<file path="src/rtl/ladner_fischer_approx_k8_pkg.sv">
// Shared defaults and helpers for the approximate Ladner-Fischer adder.
package ladner_fischer_approx_k8_pkg;

  localparam int LF_WIDTH = 16;
  localparam int LF_K     = 8;

  // Number of prefix levels needed to span n bits: ceil(log2(n)).
  function automatic int lf_levels(input int n);
    int l;
    l = 0;
    while ((1 << l) < n) l++;
    return l;
  endfunction

endpackage

</file>
<file path="src/rtl/ladner_fischer_approx_k8_lf_prefix_network.sv">
// Ladner-Fischer parallel-prefix carry network with an external carry-in.
module lf_prefix_network
  import ladner_fischer_approx_k8_pkg::*;
#(
  parameter int N = 8
) (
  input  logic [N-1:0] i_g,
  input  logic [N-1:0] i_p,
  input  logic         i_cin,
  output logic [N-1:0] o_carry
);

  localparam int LV = lf_levels(N);

  logic [N-1:0] w_gg [0:LV];
  logic [N-1:0] w_pp [0:LV];

  assign w_gg[0] = i_g;
  assign w_pp[0] = i_p;

  // Each bit with bit l of its index set merges with the top of the lower half-block.
  // Group propagate is kept everywhere so the carry-in can be folded in at the end.
  for (genvar l = 0; l < LV; l++) begin : g_level
    for (genvar i = 0; i < N; i++) begin : g_bit
      if (((i >> l) & 1) == 1) begin : g_cell
        localparam int J = ((i >> l) << l) - 1;
        assign w_gg[l+1][i] = w_gg[l][i] | (w_pp[l][i] & w_gg[l][J]);
        assign w_pp[l+1][i] = w_pp[l][i] & w_pp[l][J];
      end else begin : g_pass
        assign w_gg[l+1][i] = w_gg[l][i];
        assign w_pp[l+1][i] = w_pp[l][i];
      end
    end
  end

  assign o_carry = w_gg[LV] | (w_pp[LV] & {N{i_cin}});

endmodule

</file>
<file path="src/rtl/ladner_fischer_approx_k8.sv">
// Registered approximate adder: OR-based low K bits, exact prefix adder above,
// with the upper part seeded by the generate bit of bit K.
module ladner_fischer_approx_k8
  import ladner_fischer_approx_k8_pkg::*;
#(
  parameter int WIDTH = LF_WIDTH,
  parameter int K     = LF_K
) (
  input  logic             clk,
  input  logic             rst,
  input  logic [WIDTH:1]   A,
  input  logic [WIDTH:1]   B,
  input  logic             Cin,
  output logic [WIDTH:0]   Cout,
  output logic [WIDTH+1:1] Sum
);

  logic [WIDTH:1]   w_g;
  logic [WIDTH:0]   w_cout;
  logic [WIDTH+1:1] w_sum;
  logic             w_seed;

  assign w_g       = A & B;
  assign w_cout[0] = Cin;

  if (K >= 1) begin : g_approx
    assign w_sum[K:1]  = A[K:1] | B[K:1];
    assign w_cout[K:1] = w_g[K:1];
    assign w_seed      = w_g[K];
  end else begin : g_no_approx
    assign w_seed = Cin;
  end

  if (K < WIDTH) begin : g_exact
    lf_prefix_network #(
      .N (WIDTH - K)
    ) u_prefix (
      .i_g     (w_g[WIDTH:K+1]),
      .i_p     (A[WIDTH:K+1] ^ B[WIDTH:K+1]),
      .i_cin   (w_seed),
      .o_carry (w_cout[WIDTH:K+1])
    );
    assign w_sum[WIDTH:K+1] = (A[WIDTH:K+1] ^ B[WIDTH:K+1]) ^ w_cout[WIDTH-1:K];
  end

  assign w_sum[WIDTH+1] = w_cout[WIDTH];

  always_ff @(posedge clk or posedge rst) begin
    if (rst) begin
      Cout <= '0;
      Sum  <= '0;
    end else begin
      Cout <= w_cout;
      Sum  <= w_sum;
    end
  end

endmodule

</file>
<file path="config.mk">
export PLATFORM = sky130hd
export DESIGN_NAME = ladner_fischer_approx_k8
export DESIGN_NICKNAME = d
export VERILOG_FILES = /design/src/rtl/ladner_fischer_approx_k8_pkg.sv /design/src/rtl/ladner_fischer_approx_k8_lf_prefix_network.sv /design/src/rtl/ladner_fischer_approx_k8.sv
export SDC_FILE = /design/constraint.sdc
export NUM_CORES = 1
export LEC_CHECK = 0
export BUFFER_PORTS_ARGS = -buffer_cell sky130_fd_sc_hd__buf_2
export CORE_UTILIZATION = 31
export DETAILED_ROUTE_END_ITERATION = 16
export PLACE_DENSITY = 0.63
export SETUP_SLACK_MARGIN = 0.3
export SKIP_CTS_REPAIR_TIMING = 1
export SYNTH_ARGS = -nofsm -noshare
export SYNTH_HDL_FRONTEND = slang
export SYNTH_SLANG_ARGS = --single-unit
export TNS_END_PERCENT = 5
</file>
<file path="constraint.sdc">
create_clock -name clk -period 1.14 [get_ports clk]
set_input_delay 0.114 -clock clk [delete_from_list [all_inputs] [get_ports clk]]
set_output_delay 0.114 -clock clk [all_outputs]
set_load 0.02 [all_outputs]
</file>
# Word level (Yosys, flattened, before mapping)
# Cells that the tools add are included.
# op_classes
add_sub_neg	0
mul	0
div	0
order_cmp	0
n_eq_ne	0
shift	0
mux	0
n_bitwise	42
n_reduce_logical	0
# ops
cell	count
$and 1x1->1	24
$and 16x16->16	1
$or 8x8->8	2
$xor 8x8->8	2
$or 1x1->1	12
$and 8x8->8	1
# word_totals
reg_bits	34
latchBits	0
ramBits	0
rom_bits	0
output_inout_bits	34
elab_cells	44
mem_count	0

# Longest topological paths before layout
# depth
depth_word	9
depth_mapped	5
depth_no_buf	5

# Hierarchy
# From an unflattened synthesis, not the netlist that was laid out.
# hier_totals
hier_cells	88
area_unflattened_um2	1242.4
# by_module_without_submodules
module	n_inst	cells_per_inst	area_each_um2	seq_area_each_um2
ladner_fischer_approx_k8	1	67	1117.3	825.8
lf_prefix_network	1	21	125.1	0.0

# Worst setup path after synthesis
# Ideal clock, no wire load.
# synth_path
path_kind	input to register
from	in A[10] (netlist name)
to	reg Sum[14] (netlist name)
setup_ns	0.123
t_arrival_ns	1.206
setup_slack_ns	-0.189
path_stages	5
cell_sequence	ha_1 -> a21oi_2 -> o21ai_4 -> a221o_1 -> xor2_1
# synth_via
elab_chain_cells	9
# synth_rtl
element	line_no	rtl
from (decl)	ladner_fischer_approx_k8.sv:11	input logic [WIDTH:1] A,
$xor 8x8->8	ladner_fischer_approx_k8.sv:39	.i_p (A[WIDTH:K+1] ^ B[WIDTH:K+1]),
$and 1x1->1	ladner_fischer_approx_k8_lf_prefix_network.sv:27	assign w_gg[l+1][i] = w_gg[l][i] | (w_pp[l][i] & w_gg[l][J]);
$or 1x1->1	ladner_fischer_approx_k8_lf_prefix_network.sv:27	
$and 1x1->1	ladner_fischer_approx_k8_lf_prefix_network.sv:27	
$or 1x1->1	ladner_fischer_approx_k8_lf_prefix_network.sv:27	
$and 1x1->1	ladner_fischer_approx_k8_lf_prefix_network.sv:27	
$or 1x1->1	ladner_fischer_approx_k8_lf_prefix_network.sv:27	
$or 8x8->8 *	ladner_fischer_approx_k8_lf_prefix_network.sv:36	assign o_carry = w_gg[LV] | (w_pp[LV] & {N{i_cin}});
net g_exact.u_prefix.o_carry[4]	ladner_fischer_approx_k8_lf_prefix_network.sv:10	output logic [N-1:0] o_carry
$xor 8x8->8 *	ladner_fischer_approx_k8.sv:43	assign w_sum[WIDTH:K+1] = (A[WIDTH:K+1] ^ B[WIDTH:K+1]) ^ w_cout[WIDTH-1:K];
net w_sum, one bit	ladner_fischer_approx_k8.sv:20	logic [WIDTH+1:1] w_sum;
to (signal assigned)	ladner_fischer_approx_k8.sv:54	Sum <= w_sum;
to (decl)	ladner_fischer_approx_k8.sv:15	output logic [WIDTH+1:1] Sum
# Mark *: on every way through the listed nets, which the timed path passes. The rest lies on a longest branch.

# Worst setup path after layout
# layout_path
from	in A[12] (netlist name)
to	reg Sum[14] (netlist name)
# layout_via
elab_chain_cells	8
# layout_rtl
element	line_no
$xor 8x8->8	ladner_fischer_approx_k8.sv:39
$and 1x1->1, on equally long branches	ladner_fischer_approx_k8_lf_prefix_network.sv:27, ladner_fischer_approx_k8_lf_prefix_network.sv:28
$or 1x1->1 / $and 1x1->1 (equally long branches)	ladner_fischer_approx_k8_lf_prefix_network.sv:27
$or 1x1->1	ladner_fischer_approx_k8_lf_prefix_network.sv:27
$and 1x1->1	ladner_fischer_approx_k8_lf_prefix_network.sv:27
$or 1x1->1	ladner_fischer_approx_k8_lf_prefix_network.sv:27
$or 8x8->8 *	ladner_fischer_approx_k8_lf_prefix_network.sv:36
net g_exact.u_prefix.o_carry[4]	ladner_fischer_approx_k8_lf_prefix_network.sv:10
$xor 8x8->8 *	ladner_fischer_approx_k8.sv:43
net w_sum, one bit	ladner_fischer_approx_k8.sv:20
# Marked as above.

==> run summary <==
Mapped Nets -> 147
synthesized area -> 1360 µm²
Post-synth top cells -> dfrtp_1 (33), inv_1 (10), ha_1 (8), or2_2 (8), and2_1 (7)
routability cong. -> 0.717
Hold Path Class -> primary input to async pin
Worst path slowest cell -> a221o_1
Antenna Cells -> 0
Startpoint Class -> primary input
Vias -> 1103
Cell Rows -> 23
failing checks -> hold timing
Post-DP HPWL -> 2310 µm
grt total ovfl -> 0
synth unique cells -> 31
pins over their slew limit -> 0
Tcrit/Tclk final -> 96.5%
nets -> 239
setup TNS -> 0 ps
Peak VDD IR -> 518 µV
drt initial violations -> 61
post-layout min period -> 1100 ps
DRC -> 0
largest family of logic cells by synthesized area -> compound AO/OA/AOI/OAI gates
ANT nets after route -> 0
Crit Path Category -> primary input to flop
clk buf depth -> 2
largest net degree at the start of global routing -> 34
hold slack -> -79.8 ps
fraction of synthesized area in multiplexers -> 0%
placed inst area -> 1930 µm²
Finished Layout Cells -> 245
Fill cells -> 323
top-count cell post-synth -> dfrtp_1
Initial Util -> 33.1%
WL/cell -> 12.7 µm
Synth Area in Simple Gates -> 11.3%
endpoints failing hold -> 33
Max Fclk -> 909 MHz
first-pass GRT wire length -> 4450 µm
CP Capture Type -> flop
DIE WIDTH -> 68.3 µm
status -> finished with violations
IO Count -> 69
synth top area cells -> dfrtp_1 (61%), ha_1 (7.3%), or2_2 (3.7%)
Max stage delay on crit path -> 350 ps
Lkg Pwr -> 1.13 nW
placed insts -> 235
FF+latch count, synth -> 33
synth warn -> 0
syn_area_per_cell -> 13.2 µm²
vias in the first global route -> 1025
fin worst setup slack -> 39.5 ps
GRT Resource Usage Total -> 13.3%
CP max FO -> 4
top cell type's share of synthesized area -> 60.6%
WP data arrival -> 1260 ps
post-synthesis sequential area ratio -> 60.6%
slew margin rel. -> 73.3%
max_cap viols -> 0
largest area contributor in the netlist -> dfrtp_1
Async SR Flop Fraction -> 100%
Die Y -> 68.3 µm
pwr dens -> 1360 nW/µm²
Clk pin slew, worst setup/hold paths -> 60 ps
number of synthesized flops with an enable pin -> 0
Synth Area in Adders -> 8.82%
DRT Pass-1 Iters -> 2
Cells after Synth -> 103
Synth Flop Type -> dfrtp_1
Sink Count -> 33
CTS tree -> built
share of layout cells above drive strength 1 -> 59.5%
drt via density -> 4.50
Synth Area in Compound Gates -> 12.1%
core area -> 4120 µm²
H-tree levels -> 2
dpl ws -> -271 ps
RSZ-0062 raised after global routing -> yes
worst path cell trace -> buf_6 > ha_4 > buf_4 > and3_4 > a221o_1 > xor2_1
worst-margin pin slew -> 401 ps
initial antenna violation count -> 0
Inserted Clock Buffers -> 5
Setup violations, final -> 0
Die ar. -> 4660 µm²
fin area -> 2320 µm²
Synth Area in XOR/XNOR -> 3.86%
# port buffers -> 68
WL final -> 3110 µm
CP Data Required Time -> 1300 ps
Layout area overhead -> 70.2%
CTS root buf -> clkbuf_8
[sequential cells by signal (all words and copies together) (netlist names)]
name / count
Cout: 17
Sum: 16
[worst max-delay path, delay by kind of cell]
kind | cells | cell delay, ps
adders and majority gates | 1 | 250
buffers and inverters | 2 | 240
xor gates and xnor gates | 1 | 150
and+or+nand+nor | 1 | 150
AOI/OAI and AO/OA | 1 | 350
[worst max-delay path by stage]
stage / to / from / slack [ps]
detailed placement: Sum[15] / A[10] / -270
CTS: Sum[15] / A[10] / 10
global route: Sum[15] / A[10] / -10
floorplan: Sum[14] / A[10] / -50
global placement: Sum[14] / A[10] / -210
finish: Sum[14] / A[12] / 40
[layer usage]
layer  up-vias  wire length, µm  GRT usage [%]
li1        529                -              -
met1       518             1230           13.7
met5         -                0              0
met4         0               53           5.73
met3         6              251           4.67
met2        50             1570           23.9
[where the power goes]
| group | internal (mW) | total, mW | leakage, nW | switching (mW) |
|---|---|---|---|---|
| logic | 0.511 | 0.960 | 0.700 | 0.449 |
| registers | 1.29 | 1.35 | 0.388 | 0.0595 |
| clock network | 0.478 | 0.846 | 0.0443 | 0.368 |
| total | 2.28 | 3.16 | 1.13 | 0.876 |
[per-stage QoR]
stage	power (mW)	util (%)
2_1_floorplan	1.79	-
3_3_place_gp	2.09	47.0
3_5_place_dp	2.11	47.0
4_1_cts	2.96	49.1
5_1_grt	3.34	56.4
6_report	3.16	56.4
[cells by family (layout without fill, tap and decap cells)]
kind of cell / after synthesis / after routing
XOR/XNOR: 6 / 6
adder cells (fa/ha/maj): 9 / 9
flip-flops: 33 / 33
AND/OR/NAND/NOR: 27 / 27
buffers and inverters: 11 / 103
AO/OA/AOI/OAI: 17 / 17
[placed cells by master (no fill, tap or decap), types with 4 or more instances in the layout]
master    count
buf_6        37
dfrtp_1      33
buf_2        30
buf_4        18
inv_1        10
or2_2         8
and2_1        7
clkbuf_8      6
ha_4          5
xor2_1        4
[cell type report]
cell class,count,area [µm²],share of cell area (%)
sequential,33,826,35.6
tap,50,62.6,2.70
inverter,10,37.5,1.62
multi-input combinational,59,596,25.7
clock buffer,7,86.3,3.72
timing repair buffer,86,712,30.7
Note: power is estimated with default switching activity, not from simulation.
